$ cat src/rtl/vote_tally_display_if.sv
// Ballot bus: control strobes and votes in, tally and display out.
// master drives start/close/cast/comps; slave drives segs/yes_count/passed/busy/done.
interface vote_tally_display_if #(
  parameter int N_VOTERS = 5
);
  localparam int CW = $clog2(N_VOTERS + 1);

  logic                start;
  logic                close;
  logic [N_VOTERS-1:0] cast;
  logic [N_VOTERS-1:0] comps;
  logic [6:0]          segs;
  logic [CW-1:0]       yes_count;
  logic                passed;
  logic                busy;
  logic                done;

  modport master (
    output start, close, cast, comps,
    input  segs, yes_count, passed, busy, done
  );

  modport slave (
    input  start, close, cast, comps,
    output segs, yes_count, passed, busy, done
  );
endinterface

$ cat src/rtl/vote_tally_display.sv
// Vote tally with seven-segment result display (IDLE/COLLECT/DECIDE/SHOW).
// Ports: clk, rst (async active-high), bus (slave side of vote_tally_display_if).
module vote_tally_display #(
  parameter int N_VOTERS = 5,
  parameter int QUORUM   = 3,
  parameter int TIMEOUT  = 16,
  parameter int HOLD     = 4
) (
  input  logic                 clk,
  input  logic                 rst,
  vote_tally_display_if.slave  bus
);
  localparam int CW = $clog2(N_VOTERS + 1);
  localparam int TW = $clog2(TIMEOUT + 1);
  localparam int HW = $clog2(HOLD + 1);

  localparam logic [1:0] IDLE    = 2'd0;
  localparam logic [1:0] COLLECT = 2'd1;
  localparam logic [1:0] DECIDE  = 2'd2;
  localparam logic [1:0] SHOW    = 2'd3;

  localparam logic [CW-1:0] Q_MIN  = CW'(QUORUM);
  localparam logic [TW-1:0] T_LAST = TW'(TIMEOUT - 1);
  localparam logic [HW-1:0] H_LAST = HW'(HOLD - 1);

  localparam logic [6:0] SEG_A     = 7'h08;
  localparam logic [6:0] SEG_R     = 7'h2F;
  localparam logic [6:0] SEG_DASH  = 7'h3F;
  localparam logic [6:0] SEG_BLANK = 7'h7F;

  function automatic logic [CW-1:0] popcount(
    input logic [N_VOTERS-1:0] v
  );
    logic [CW-1:0] c;
    c = '0;
    for (int i = 0; i < N_VOTERS; i++)
      c = c + CW'(v[i]);
    return c;
  endfunction

  function automatic logic [6:0] digit(
    input logic [CW-1:0] v
  );
    logic [3:0] d;
    d = 4'(v);
    case (d)
      4'd0:    return 7'h40;
      4'd1:    return 7'h79;
      4'd2:    return 7'h24;
      4'd3:    return 7'h30;
      4'd4:    return 7'h19;
      4'd5:    return 7'h12;
      4'd6:    return 7'h02;
      4'd7:    return 7'h78;
      4'd8:    return 7'h00;
      4'd9:    return 7'h10;
      default: return SEG_BLANK;
    endcase
  endfunction

  logic [1:0]          state, state_n;
  logic [N_VOTERS-1:0] voted, voted_n;
  logic [N_VOTERS-1:0] yes, yes_n;
  logic [N_VOTERS-1:0] acc;
  logic [CW-1:0]       cnt, cnt_n;
  logic                pass, pass_n;
  logic [TW-1:0]       tcnt, tcnt_n;
  logic [HW-1:0]       hcnt, hcnt_n;
  logic [6:0]          segs_n;

  always_comb begin
    state_n = state;
    voted_n = voted;
    yes_n   = yes;
    acc     = '0;
    cnt_n   = cnt;
    pass_n  = pass;
    tcnt_n  = tcnt;
    hcnt_n  = hcnt;
    case (state)
      IDLE: begin
        if (bus.start) begin
          state_n = COLLECT;
          voted_n = '0;
          yes_n   = '0;
          cnt_n   = '0;
          pass_n  = 1'b0;
          tcnt_n  = '0;
        end
      end
      COLLECT: begin
        // only first vote per voter lands
        acc     = bus.cast & ~voted;
        voted_n = voted | acc;
        yes_n   = yes | (acc & bus.comps);
        cnt_n   = popcount(yes_n);
        tcnt_n  = tcnt + TW'(1);
        if ((&voted_n) || bus.close ||
            (tcnt == T_LAST))
          state_n = DECIDE;
      end
      DECIDE: begin
        pass_n  = (cnt >= Q_MIN);
        hcnt_n  = '0;
        state_n = SHOW;
      end
      SHOW: begin
        if (hcnt == H_LAST)
          state_n = IDLE;
        else
          hcnt_n = hcnt + HW'(1);
      end
      default: state_n = IDLE;
    endcase
  end

  // display is decoded from next-state values so it
  // lines up with the registered tally
  always_comb begin
    segs_n = SEG_BLANK;
    case (state_n)
      COLLECT: segs_n = digit(cnt_n);
      DECIDE:  segs_n = SEG_DASH;
      SHOW:    segs_n = pass_n ? SEG_A : SEG_R;
      default: segs_n = SEG_BLANK;
    endcase
  end

  always_ff @(posedge clk or posedge rst) begin
    if (rst) begin
      state    <= IDLE;
      voted    <= '0;
      yes      <= '0;
      cnt      <= '0;
      pass     <= 1'b0;
      tcnt     <= '0;
      hcnt     <= '0;
      bus.segs <= SEG_BLANK;
      bus.busy <= 1'b0;
      bus.done <= 1'b0;
    end else begin
      state    <= state_n;
      voted    <= voted_n;
      yes      <= yes_n;
      cnt      <= cnt_n;
      pass     <= pass_n;
      tcnt     <= tcnt_n;
      hcnt     <= hcnt_n;
      bus.segs <= segs_n;
      bus.busy <= (state_n == COLLECT) ||
                  (state_n == DECIDE);
      bus.done <= (state_n == SHOW);
    end
  end

  assign bus.yes_count = cnt;
  assign bus.passed    = pass;
endmodule

$ cat src/flat_wrapper.sv
// flat-port wrapper written by rule: the top's interface ports become plain ports
module vote_tally_display_flat 
#(
  parameter int N_VOTERS = 5,
  parameter int QUORUM   = 3,
  parameter int TIMEOUT  = 16,
  parameter int HOLD     = 4
)
  (clk, rst, bus_start, bus_close, bus_cast, bus_comps, bus_segs, bus_yes_count, bus_passed, bus_busy, bus_done);
  vote_tally_display_if #(.N_VOTERS(N_VOTERS)) bus_i ();
  input  logic clk;
  input  logic rst;
  input wire logic [$bits(bus_i.start)-1:0] bus_start;
  input wire logic [$bits(bus_i.close)-1:0] bus_close;
  input wire logic [$bits(bus_i.cast)-1:0] bus_cast;
  input wire logic [$bits(bus_i.comps)-1:0] bus_comps;
  output wire logic [$bits(bus_i.segs)-1:0] bus_segs;
  output wire logic [$bits(bus_i.yes_count)-1:0] bus_yes_count;
  output wire logic [$bits(bus_i.passed)-1:0] bus_passed;
  output wire logic [$bits(bus_i.busy)-1:0] bus_busy;
  output wire logic [$bits(bus_i.done)-1:0] bus_done;
  assign bus_i.start = bus_start;
  assign bus_i.close = bus_close;
  assign bus_i.cast = bus_cast;
  assign bus_i.comps = bus_comps;
  assign bus_segs = bus_i.segs;
  assign bus_yes_count = bus_i.yes_count;
  assign bus_passed = bus_i.passed;
  assign bus_busy = bus_i.busy;
  assign bus_done = bus_i.done;
  vote_tally_display #(.N_VOTERS(N_VOTERS), .QUORUM(QUORUM), .TIMEOUT(TIMEOUT), .HOLD(HOLD)) u_core (.clk(clk), .rst(rst), .bus(bus_i));
endmodule
$ cat config.mk
export PLATFORM = sky130hd
export DESIGN_NAME = vote_tally_display_flat
export DESIGN_NICKNAME = d
export VERILOG_FILES = /design/src/rtl/vote_tally_display_if.sv /design/src/rtl/vote_tally_display.sv /design/src/flat_wrapper.sv
export SDC_FILE = /design/constraint.sdc
export NUM_CORES = 1
export LEC_CHECK = 0
export CORE_MARGIN = 8
export CORE_UTILIZATION = 47
export CTS_CLUSTER_DIAMETER = 60
export DETAILED_ROUTE_END_ITERATION = 6
export MAX_ROUTING_LAYER = met4
export PLACE_DENSITY_LB_ADDON = 0.12
export SLEW_MARGIN = 0
export SYNTH_ARGS = -nofsm -noshare
export SYNTH_HDL_FRONTEND = slang
export SYNTH_SLANG_ARGS = --single-unit
$ cat constraint.sdc
create_clock -name clk -period 3 [get_ports clk]
set_clock_uncertainty 0.05 [all_clocks]
set_input_delay 0.45 -clock clk [delete_from_list [all_inputs] [get_ports clk]]
set_output_delay 0.45 -clock clk [all_outputs]
set_load 0.01 [all_outputs]
==> results of run 1 <==
## routing by layer
layer	part of all wire, %	track usage, %
met1	45	17.1
met2	47	24.4
met3	6.5	4.87
met4	2.2	6.61
met5	0	-
## worst min-delay path, delay by kind of cell, from the launching register on
kind	cells	cell delay, ns
AO/OA/AOI/OAI	1	0.06
flip-flops	1	0.35
AND/OR/NAND/NOR	1	0.04
## report_power, final
part | internal (W) | leakage (nW) | switching, W | total (W)
logic | 0.000656 | 0.583 | 0.000640 | 0.00130
clock network | 0.000136 | 0.0413 | 0.000156 | 0.000292
registers | 0.000671 | 0.409 | 0.000120 | 0.000791
## cells in the mapped netlist (2+ instances only)
library cell | number | area (um^2)
dfrtp_1 | 26 | 651
a22o_1 | 6 | 52.6
o311ai_1 | 2 | 17.5
o22ai_1 | 3 | 18.8
inv_1 | 17 | 63.8
a21boi_0 | 5 | 37.5
nand3_1 | 6 | 30.0
clkbuf_1 | 3 | 11.3
and2_1 | 2 | 12.5
nor2_1 | 2 | 7.51
nand2_1 | 19 | 71.3
a31o_2 | 5 | 43.8
nor3_1 | 2 | 10.0
nor2b_1 | 2 | 12.5
o21ai_0 | 7 | 35.0
ha_1 | 15 | 188
fa_1 | 2 | 40.0
nand2b_1 | 2 | 12.5
a22oi_1 | 2 | 15.0
dfstp_2 | 7 | 184
## state kept, by name, indices dropped and copies added, names as in the netlist
register              cells
u_core.bus.passed         1
u_core.yes                5
u_core.bus.yes_count      3
u_core.bus.busy           1
u_core.hcnt               3
u_core.state              2
u_core.bus.segs           7
u_core.tcnt               5
u_core.voted              5
u_core.bus.done           1
## cells by family after synthesis
kind of cell | synth area share [%]
simple gates | 10.9
fa+ha+maj | 13.6
buf+inv | 4.80
compound gates | 19.5
xor+xnor | 0.525
mux | 0.600
flops | 50.0
## stage by stage
stage | hold WS (ns) | instances | instance area, um^2 | TNS (ns)
floorplan | 0.400 | 152 | 1700 | 0
global placement | 0.413 | 235 | 2110 | -2.77
detailed placement | 0.422 | 235 | 2110 | -2.99
CTS | 0.446 | 244 | 2230 | 0
global route | 0.484 | 245 | 2260 | -0.174
finish | 0.441 | 245 | 2260 | 0
## how the worst max path moves through the flow
| stage | end | slack, ns |
|---|---|---|
| final | u_core.bus.segs[3]$_DFF_PP1_ | 0.04 |
| after global routing | u_core.bus.segs[3]$_DFF_PP1_ | -0.06 |
| after CTS | u_core.bus.segs[6]$_DFF_PP1_ | 0.05 |
| after detailed placement | u_core.bus.segs[5]$_DFF_PP1_ | -0.57 |
| after global placement | u_core.bus.segs[5]$_DFF_PP1_ | -0.49 |
| after floorplan | u_core.bus.segs[5]$_DFF_PP1_ | 0.01 |
## area by class of cell
cell class	instances	area, um^2	share of cell area, %
well taps	46	57.6	2.55
flip-flops and latches	33	835	36.9
inverters	17	63.8	2.82
repair buffers	43	387	17.1
multi-input cells	98	848	37.5
clock inverters	1	5.00	0.221
clock buffers	7	65.1	2.88
## what timing repair did
action	4_1_cts	5_1_grt
endpoints found under the setup margin	4	5
gates cloned	0	0
setup buffers	1	1
pin swaps	7	5
gates resized for setup	12	6
==> flow_summary_export.csv, run 1 <==
group,metric,value,unit
power_and_ir_drop,static-leakage-power,1.03,nW
floorplanning,fp-row-count,21,
floorplanning,initial_core_util,49.6,%
synthesis,synthDistinctLibCells,37,
worst_setup_path,worst_r2r_startpoint,"u_core.voted[1]$_DFFE_PP0P_",
worst_setup_path,critical_path_depth,13,
worst_setup_path,crit_type,"reg2reg",
finish,area_delta_synth_final,35.5,%
worst_setup_path,cp.buffers_inverters,3,
place,placement.io_buffers,26,
grt,grt-ovfl-total,0,
synthesis,mappedNetlistNets,183,
finish,mostFrequentLayoutCells,"dfrtp_1, clkdlybuf4s50_1, nand2_1",
clock_network,cts_htree_levels,2,
sta,postLayoutSetupSlackWorst,0.0416,ns
finish,num-nets-final,229,
floorplanning,die_boundary_width,75.6,um
worst_setup_path,critPathTopFamily,"adder cells",
clock_network,clock_tree_buf_depth,2,
floorplanning,die_y,75.6,um
synthesis,average_footprint_of_a_synthesized_cell,11.0,um^2
min_path,hold_path.startpoint,"u_core.tcnt[4]$_DFFE_PP0P_",
grt,first_global_vias,1408,
worst_setup_path,worst_path_largest_cell_delay,0.48,ns
route,vias_per_cell,5.26,
worst_setup_path,worst_ep_arrival_time,3.18,ns
min_path,worst_hold_path_type,"reg2reg",
place,place.detailed.hpwl,2.64,mm
route,wl_per_cell,15.3,um
floorplanning,fp.coreArea,3360,um^2
sta,max_slew_violation_count,0,
finish,num_antenna_cells,0,
synthesis,mappedNetlistArea,1670,um^2
min_path,timing.hold.worst_endpoint,"u_core.tcnt[4]$_DFFE_PP0P_",
grt,antenna_found_initial,0,
synthesis,postSynthCellCount,152,
sta,clock.fmax,0.338,GHz
finish,layout_commonest_cell,"dfrtp_1",
clock_network,clkSinkCount,33,
sta,worst_case_headroom_to_the_max_slew_limit,64.5,%
synthesis,count_of_flip_flops_with_a_built_in_enable_after_synthesis,0,
clock_network,cts_buffers,5,
worst_setup_path,crit_path_max_fanout,4,
floorplanning,io_pins,27,
sta,slew_at_the_pin_closest_to_its_max_slew_limit,0.532,ns
worst_setup_path,timing.critical_path.from_type,"flip-flop",
route,ant_nets,0,
clock_network,worst_setup_hold_path_clk_slew,0.11,ns
sta,final.period_utilization,98.6,%
power_and_ir_drop,power.density,1050,nW/um^2
power_and_ir_drop,vdd_ir_drop_max,0.602,mV
power_and_ir_drop,total_power,0.00238,W
worst_setup_path,worstSetupStartpoint,"u_core.voted[1]$_DFFE_PP0P_",
worst_setup_path,setup.reg_to_reg.worst_slack,0.04,ns
worst_setup_path,worstRegToRegCells,13,
clock_network,cts_tree,"done",
synthesis,yosysWarningCount,0,
worst_setup_path,r2r-end,"u_core.bus.segs[3]$_DFF_PP1_",
sta,setup_viol,0,
grt,track_usage,15.2,%
finish,final_core_utilization,67.2,%
worst_setup_path,worst_setup_path_end_kind,"flip-flop",
finish,layout-drive-gt1-share,25.6,%
sta,rsz_0062_raised_after_global_routing,"yes",
worst_setup_path,crit_chain,"inv_1 -> a31o_4 -> ha_4 -> fa_1 -> ha_2 -> inv_2 -> fa_1 -> o2bb2ai_4 -> inv_2 -> ha_1 -> nand2_1 -> or2_1 -> nand3_1",
clock_network,hold_buffers,0,
route,drt_pass1_iterations,5,
clock_network,clkLatencyLatePin,0.34,ns
synthesis,ys_ff_latch,33,
grt,wire_length_of_the_first_global_routing_pass,6.43,mm
floorplanning,design.die.area,5710,um^2
min_path,worstHoldPathCells,2,
sta,hold_viol_final,0,
place,pre_cts_slack,-0.572,ns
synthesis,synth-async-reset-ratio,100,%
worst_setup_path,critical-path-slowest-cell,"fa_1",
route,routed_wirelength,3.76,mm
route,route.detailed.drc,0,
place,finalWeightedCongestion,0.769,
synthesis,ys.flop_type,"dfrtp_1",
run,cap_viol_max_count,0,
grt,grt_max_degree,34,
synthesis,synth_seq_area_share,50.0,%
finish,n_fill_cell,282,
outcome,run_status,"complete, no violations",
worst_setup_path,cp_data_required_time,3.22,ns
sta,finalCriticalPeriod,2.96,ns
clock_network,cts-root-buf,"clkbuf_4",
route,initialDrtViolationCount,96,
route,num_vias,1288,
Power figures use the tool's default switching activity.
==> run 2, diff against run 1 <==
CORE_UTILIZATION = 52   (was 47)
clock period = 3.4 ns   (was 3 ns; I/O delays follow)
==> run 2 against run 1 <==
Final cell count is 3.3% lower. Sequential share of layout area is 2.3 points higher. Non-clock buffer count shrank 6. Power fell by 20%. Largest cell class is now flip-flops and latches. Highest routed layer unchanged.
==> flow_summary_export.csv, run 2 (same netlist as run 1, synthesis figures left out) <==
group,metric,value,unit
finish,num_antenna_cells,0,
route,route.detailed.drc,0,
power_and_ir_drop,total_power,0.00190,W
floorplanning,io_pins,27,
floorplanning,design.die.area,5280,um^2
worst_setup_path,crit_type,"in2reg",
worst_setup_path,cp.buffers_inverters,3,
place,dp.cells,228,
sta,slew_at_the_pin_closest_to_its_max_slew_limit,1.07,ns
min_path,worst_hold_path_type,"reg2reg",
route,drt_pass1_iterations,4,
route,initialDrtViolationCount,85,
route,routed_wirelength,3.57,mm
sta,final.period_utilization,96.6,%
finish,layout-drive-gt1-share,17.6,%
place,finalWeightedCongestion,0.800,
floorplanning,initial_core_util,54.7,%
sta,hold_viol_final,0,
finish,final_core_utilization,69.7,%
route,num_vias,1253,
finish,largest_register_ff_count,7,
sta,clock.fmax,0.304,GHz
worst_setup_path,crit_path_max_fanout,5,
finish,num-nets-final,223,
worst_setup_path,timing.critical_path.from_type,"input port",
floorplanning,die_y,72.7,um
sta,setup-tns-final,0,ns
worst_setup_path,worst_path_largest_cell_delay,0.52,ns
floorplanning,die_boundary_width,72.7,um
outcome,run_status,"complete, no violations",
sta,max_slew_violation_count,0,
grt,track_usage,15.1,%
route,routed.top_layer,"met4",
sta,whs,0.469,ns
grt,antenna_found_initial,0,
min_path,worstHoldPathCells,2,
worst_setup_path,critPathTopFamily,"adder cells",
worst_setup_path,worst_setup_path_end_kind,"flip-flop",
clock_network,clkLatencyLatePin,0.33,ns
floorplanning,fp-row-count,20,
clock_network,cts_tree,"done",
clock_network,cts_htree_levels,2,
floorplanning,fp.coreArea,3050,um^2
power_and_ir_drop,vdd_ir_drop_max,0.470,mV
route,wl_per_cell,15.1,um
finish,n_fill_cell,243,
power_and_ir_drop,power.density,894,nW/um^2
worst_setup_path,worst_ep_arrival_time,3.51,ns
clock_network,clock_tree_buf_depth,2,
grt,grt-ovfl-total,0,
grt,wire_length_of_the_first_global_routing_pass,6.07,mm
min_path,timing.hold.worst_endpoint,"u_core.tcnt[4]$_DFFE_PP0P_",
grt,grt_max_degree,30,
worst_setup_path,crit_chain,"clkdlybuf4s50_1 -> a31o_2 -> ha_1 -> fa_1 -> ha_1 -> inv_1 -> fa_1 -> o2bb2ai_4 -> buf_4 -> ha_1 -> nand3b_1 -> nand3_1",
clock_network,worst_setup_hold_path_clk_slew,0.10,ns
worst_setup_path,path_common_cell,"ha_1",
min_path,hold_path.startpoint,"u_core.tcnt[4]$_DFFE_PP0P_",
worst_setup_path,cp_data_required_time,3.62,ns
run,cap_viol_max_count,0,
route,met2_wire_length,1.88,mm
worst_setup_path,r2r-end,"u_core.bus.segs[3]$_DFF_PP1_",
clock_network,cts-root-buf,"clkbuf_4",
sta,finalCriticalPeriod,3.28,ns
place,placement.io_buffers,26,
sta,worst_case_headroom_to_the_max_slew_limit,28.4,%
clock_network,cts_buffers,5,
worst_setup_path,setup.reg_to_reg.worst_slack,0.26,ns
route,vias_per_cell,5.29,
route,route.layer.met1.wl,1.49,mm
power_and_ir_drop,static-leakage-power,0.980,nW
route,ant_nets,0,
finish,mostFrequentLayoutCells,"clkdlybuf4s50_1, dfrtp_1, nand2_1",
worst_setup_path,worstRegToRegCells,12,
worst_setup_path,critical-path-slowest-cell,"fa_1",
grt,first_global_vias,1375,
clock_network,clkSinkCount,33,
route,met3WireLength,141,um
finish,regMostFlops,"u_core.bus.segs",
sta,setup_viol,0,
place,place.detailed.hpwl,2.68,mm
finish,area_delta_synth_final,27.4,%
finish,finalNonFillerCells,237,
worst_setup_path,worst_r2r_startpoint,"u_core.voted[0]$_DFFE_PP0P_",
run 2: cell count changes in the layout (fill, tap and decap cells not counted), moves of 2 or more:
cell,previous run,this run
a31o_2,3,5
a31o_4,2,0
buf_4,16,11
clkbuf_1,0,2
clkbuf_8,2,0
clkdlybuf4s50_1,22,26
dlygate4sd2_1,4,0
ha_1,10,15
ha_2,3,0
ha_4,2,0
run 2: power breakdown:
part	switching [W]	total, W	internal (W)
combinational	0.000509	0.000992	0.000484
sequential	0.000111	0.000704	0.000592
clock	0.000125	0.000205	0.0000805
total	0.000744	0.00190	0.00116
run 2: per-stage QoR:
step / instance area [um^2] / setup slack, ns
after floorplan: 1670 / 0.172
after global placement: 2040 / -0.378
after detailed placement: 2040 / -0.479
after CTS: 2110 / 0.0533
after global routing: 2130 / -0.00135
final: 2130 / 0.115
run 2: cell type report:
type | count | area, um^2 | area share [%]
clock buffer | 7 | 45.0 | 2.12
clock inverter | 1 | 5.00 | 0.235
inverter | 17 | 63.8 | 3.00
multi-input combinational | 98 | 781 | 36.7
sequential | 33 | 835 | 39.2
tap | 44 | 55.1 | 2.59
timing repair buffer | 37 | 343 | 16.1
run 2: worst max path at each step:
| stage | cells past startpoint | slack, ns | endpoint | start |
|---|---|---|---|---|
| floorplan | 10 | 0.17 | u_core.bus.segs[5]$_DFF_PP1_ | bus_comps[0] |
| global placement | 11 | -0.38 | u_core.bus.segs[5]$_DFF_PP1_ | bus_comps[0] |
| detailed placement | 11 | -0.48 | u_core.bus.segs[5]$_DFF_PP1_ | bus_comps[0] |
| CTS | 11 | 0.05 | u_core.bus.segs[5]$_DFF_PP1_ | bus_comps[0] |
| global route | 12 | -0.001 | u_core.bus.segs[3]$_DFF_PP1_ | bus_comps[0] |
| finish | 12 | 0.12 | u_core.bus.segs[3]$_DFF_PP1_ | bus_comps[0] |
run 2: per-layer routing:
metal / global-route usage (%) / vias up
met5: - / -
met4: 5.56 / 0
met3: 5.49 / 7
met2: 25.3 / 21
met1: 15.8 / 615
li1: - / 610
run 2: worst min-delay path: stages (launching register included):
cell,delay (ns)
dfrtp_1,0.37
nand2_1,0.05
o21ai_0,0.07
run 2: what timing repair did:
item | in CTS | in global routing
hold buffers | 0 | 0
gates resized for setup | 2 | 2
buffers inserted | 0 | 1
gates cloned | 0 | 0
pin swaps | 0 | 3
endpoints found under the setup margin | 4 | 4
==> run 3, diff against run 2 <==
CORE_UTILIZATION = 40   (was 52)
PLACE_DENSITY_LB_ADDON = 0.1   (was 0.12)
==> run 3 against run 2 <==
Flip-flop and latch count unchanged. Combinational power about the same. Clock power up 57%. Worst hold slack worse by 0.032 ns. Utilization down 14 points. Design area up 4.1%. Routed wire length up 2.9%. Count of clock-buffer cells in the layout unchanged. Register-to-register slack better by 0.08 ns. Critical path type unchanged. Critical endpoint unchanged. Largest cell class unchanged. Largest power group unchanged.
==> flow_summary_export.csv, run 3 (same netlist as run 1, synthesis figures left out) <==
group,metric,value,unit
sta,max_slew_violation_count,0,
floorplanning,initial_core_util,41.7,%
worst_setup_path,critical-path-slowest-cell,"fa_1",
min_path,hold_path.startpoint,"u_core.tcnt[4]$_DFFE_PP0P_",
worst_setup_path,timing.critical_path.from_type,"input port",
grt,wire_length_of_the_first_global_routing_pass,6.31,mm
floorplanning,die_boundary_width,80.6,um
worst_setup_path,crit_path_max_fanout,4,
floorplanning,fp-row-count,23,
place,place.detailed.hpwl,2.68,mm
sta,whs,0.438,ns
clock_network,clock_tree_buf_depth,2,
place,finalWeightedCongestion,0.790,
finish,finalNonFillerCells,243,
floorplanning,io_pins,27,
finish,num_antenna_cells,0,
finish,layout.area.seq,835,um^2
worst_setup_path,crit_type,"in2reg",
finish,num-nets-final,223,
worst_setup_path,crit_chain,"clkdlybuf4s50_1 -> a31o_4 -> ha_4 -> fa_1 -> ha_1 -> inv_1 -> fa_1 -> o2bb2ai_4 -> buf_6 -> ha_1 -> nand3b_1 -> nand3_1",
place,placement.io_buffers,26,
worst_setup_path,worst_path_largest_cell_delay,0.53,ns
finish,n_fill_cell,340,
worst_setup_path,r2r-end,"u_core.bus.segs[3]$_DFF_PP1_",
run,cap_viol_max_count,0,
sta,final.period_utilization,96.3,%
clock_network,worst_setup_hold_path_clk_slew,0.06,ns
grt,track_usage,12.7,%
clock_network,clkLatencyLatePin,0.29,ns
route,routed_wirelength,3.68,mm
power_and_ir_drop,static-leakage-power,1.02,nW
min_path,worstHoldPathCells,2,
sta,hold_viol_final,0,
route,vias_per_cell,5.22,
clock_network,cts_htree_levels,2,
route,wl_per_cell,15.1,um
finish,multiInputGateArea,802,um^2
clock_network,cts_tree,"done",
worst_setup_path,cp_data_required_time,3.58,ns
power_and_ir_drop,vdd_ir_drop_max,0.498,mV
floorplanning,fp.coreArea,4000,um^2
floorplanning,design.die.area,6500,um^2
outcome,run_status,"complete, no violations",
sta,clock.fmax,0.305,GHz
grt,grt-ovfl-total,0,
sta,finalCriticalPeriod,3.28,ns
finish,area_delta_synth_final,32.6,%
finish,design_area,2210,um^2
worst_setup_path,worstRegToRegCells,12,
min_path,worst_hold_path_type,"reg2reg",
clock_network,clkSinkCount,33,
worst_setup_path,critPathTopFamily,"adder cells",
sta,slew_at_the_pin_closest_to_its_max_slew_limit,0.603,ns
power_and_ir_drop,total_power,0.00205,W
floorplanning,die_y,80.6,um
route,num_vias,1268,
clock_network,hold_buffers,0,
worst_setup_path,worst_setup_path_end_kind,"flip-flop",
route,ant_nets,0,
place,dp.cells,234,
grt,grt_max_degree,34,
worst_setup_path,worst_r2r_startpoint,"u_core.voted[0]$_DFFE_PP0P_",
min_path,timing.hold.worst_endpoint,"u_core.tcnt[4]$_DFFE_PP0P_",
worst_setup_path,setup.reg_to_reg.worst_slack,0.34,ns
clock_network,cts-root-buf,"clkbuf_8",
finish,layout-drive-gt1-share,19.2,%
finish,layout_commonest_cell,"dfrtp_1",
sta,rsz_0062_raised_after_global_routing,"no",
worst_setup_path,worst_ep_arrival_time,3.45,ns
sta,setup_viol,0,
finish,mostFrequentLayoutCells,"dfrtp_1, clkdlybuf4s50_1, nand2_1",
power_and_ir_drop,power.density,925,nW/um^2
finish,regMostFlops,"u_core.bus.segs",
route,drt_pass1_iterations,4,
route,initialDrtViolationCount,36,
worst_setup_path,cp.buffers_inverters,3,
route,route.detailed.drc,0,
grt,first_global_vias,1355,
grt,antenna_found_initial,0,
finish,largest_register_ff_count,7,
place,placement.cell_area,2050,um^2
clock_network,cts_buffers,5,
sta,worst_case_headroom_to_the_max_slew_limit,59.5,%
-- run 3: timing repair --
action,4_1_cts,5_1_grt
hold endpoints to repair,0,0
buffers inserted,0,1
gates resized for setup,2,6
pin swaps,0,2
endpoints found under the setup margin,4,4
-- run 3: worst max-delay path by stage --
stage	from	endpoint	slack, ns	cells past startpoint
2_1_floorplan	bus_comps[0]	u_core.bus.segs[5]$_DFF_PP1_	0.17	10
3_3_place_gp	bus_comps[0]	u_core.bus.segs[5]$_DFF_PP1_	-0.39	11
3_5_place_dp	bus_comps[0]	u_core.bus.segs[5]$_DFF_PP1_	-0.47	11
4_1_cts	bus_cast[0]	u_core.bus.segs[5]$_DFF_PP1_	0.009	11
5_1_grt	bus_comps[0]	u_core.bus.segs[3]$_DFF_PP1_	0.006	12
6_report	bus_comps[0]	u_core.bus.segs[3]$_DFF_PP1_	0.12	12
-- run 3: where the power goes --
group,leakage (nW),total (W),internal (W),switching (W)
Combinational,0.554,0.00102,0.000496,0.000524
Clock,0.0542,0.000322,0.000183,0.000139
Sequential,0.409,0.000705,0.000594,0.000112
Total,1.02,0.00205,0.00127,0.000775
-- run 3: cell type report --
type	count	share of cell area, %
inverter	17	2.88
clock buffer	7	4.35
timing repair buffer	37	15.8
multi-input combinational	98	36.2
sequential	33	37.7
tap	50	2.83
clock inverter	1	0.226
-- run 3: per-layer routing --
metal	up-vias	part of all wire [%]	GRT usage, %
li1	608	-	-
met1	631	44	14.2
met2	24	48	20.2
met3	5	6.1	4.69
met4	0	1.7	4.91
met5	-	0	-
-- run 3: worst register-to-register path: stages (launching register included) --
cell and delay (ns):
dfrtp_1 0.37, inv_1 0.07, a31o_4 0.24, ha_4 0.24, fa_1 0.53, ha_1 0.14, inv_1 0.05, fa_1 0.52
o2bb2ai_4 0.11, buf_6 0.15, ha_1 0.30, nand3b_1 0.16, nand3_1 0.07
-- run 3: stage by stage --
step | setup TNS, ns | setup WS, ns | util (%)
floorplan | 0 | 0.172 | -
global placement | -2.08 | -0.392 | 51.3
detailed placement | -2.41 | -0.471 | 51.3
CTS | 0 | 0.00902 | 54.3
global route | 0 | 0.00617 | 55.3
finish | 0 | 0.124 | 55.3
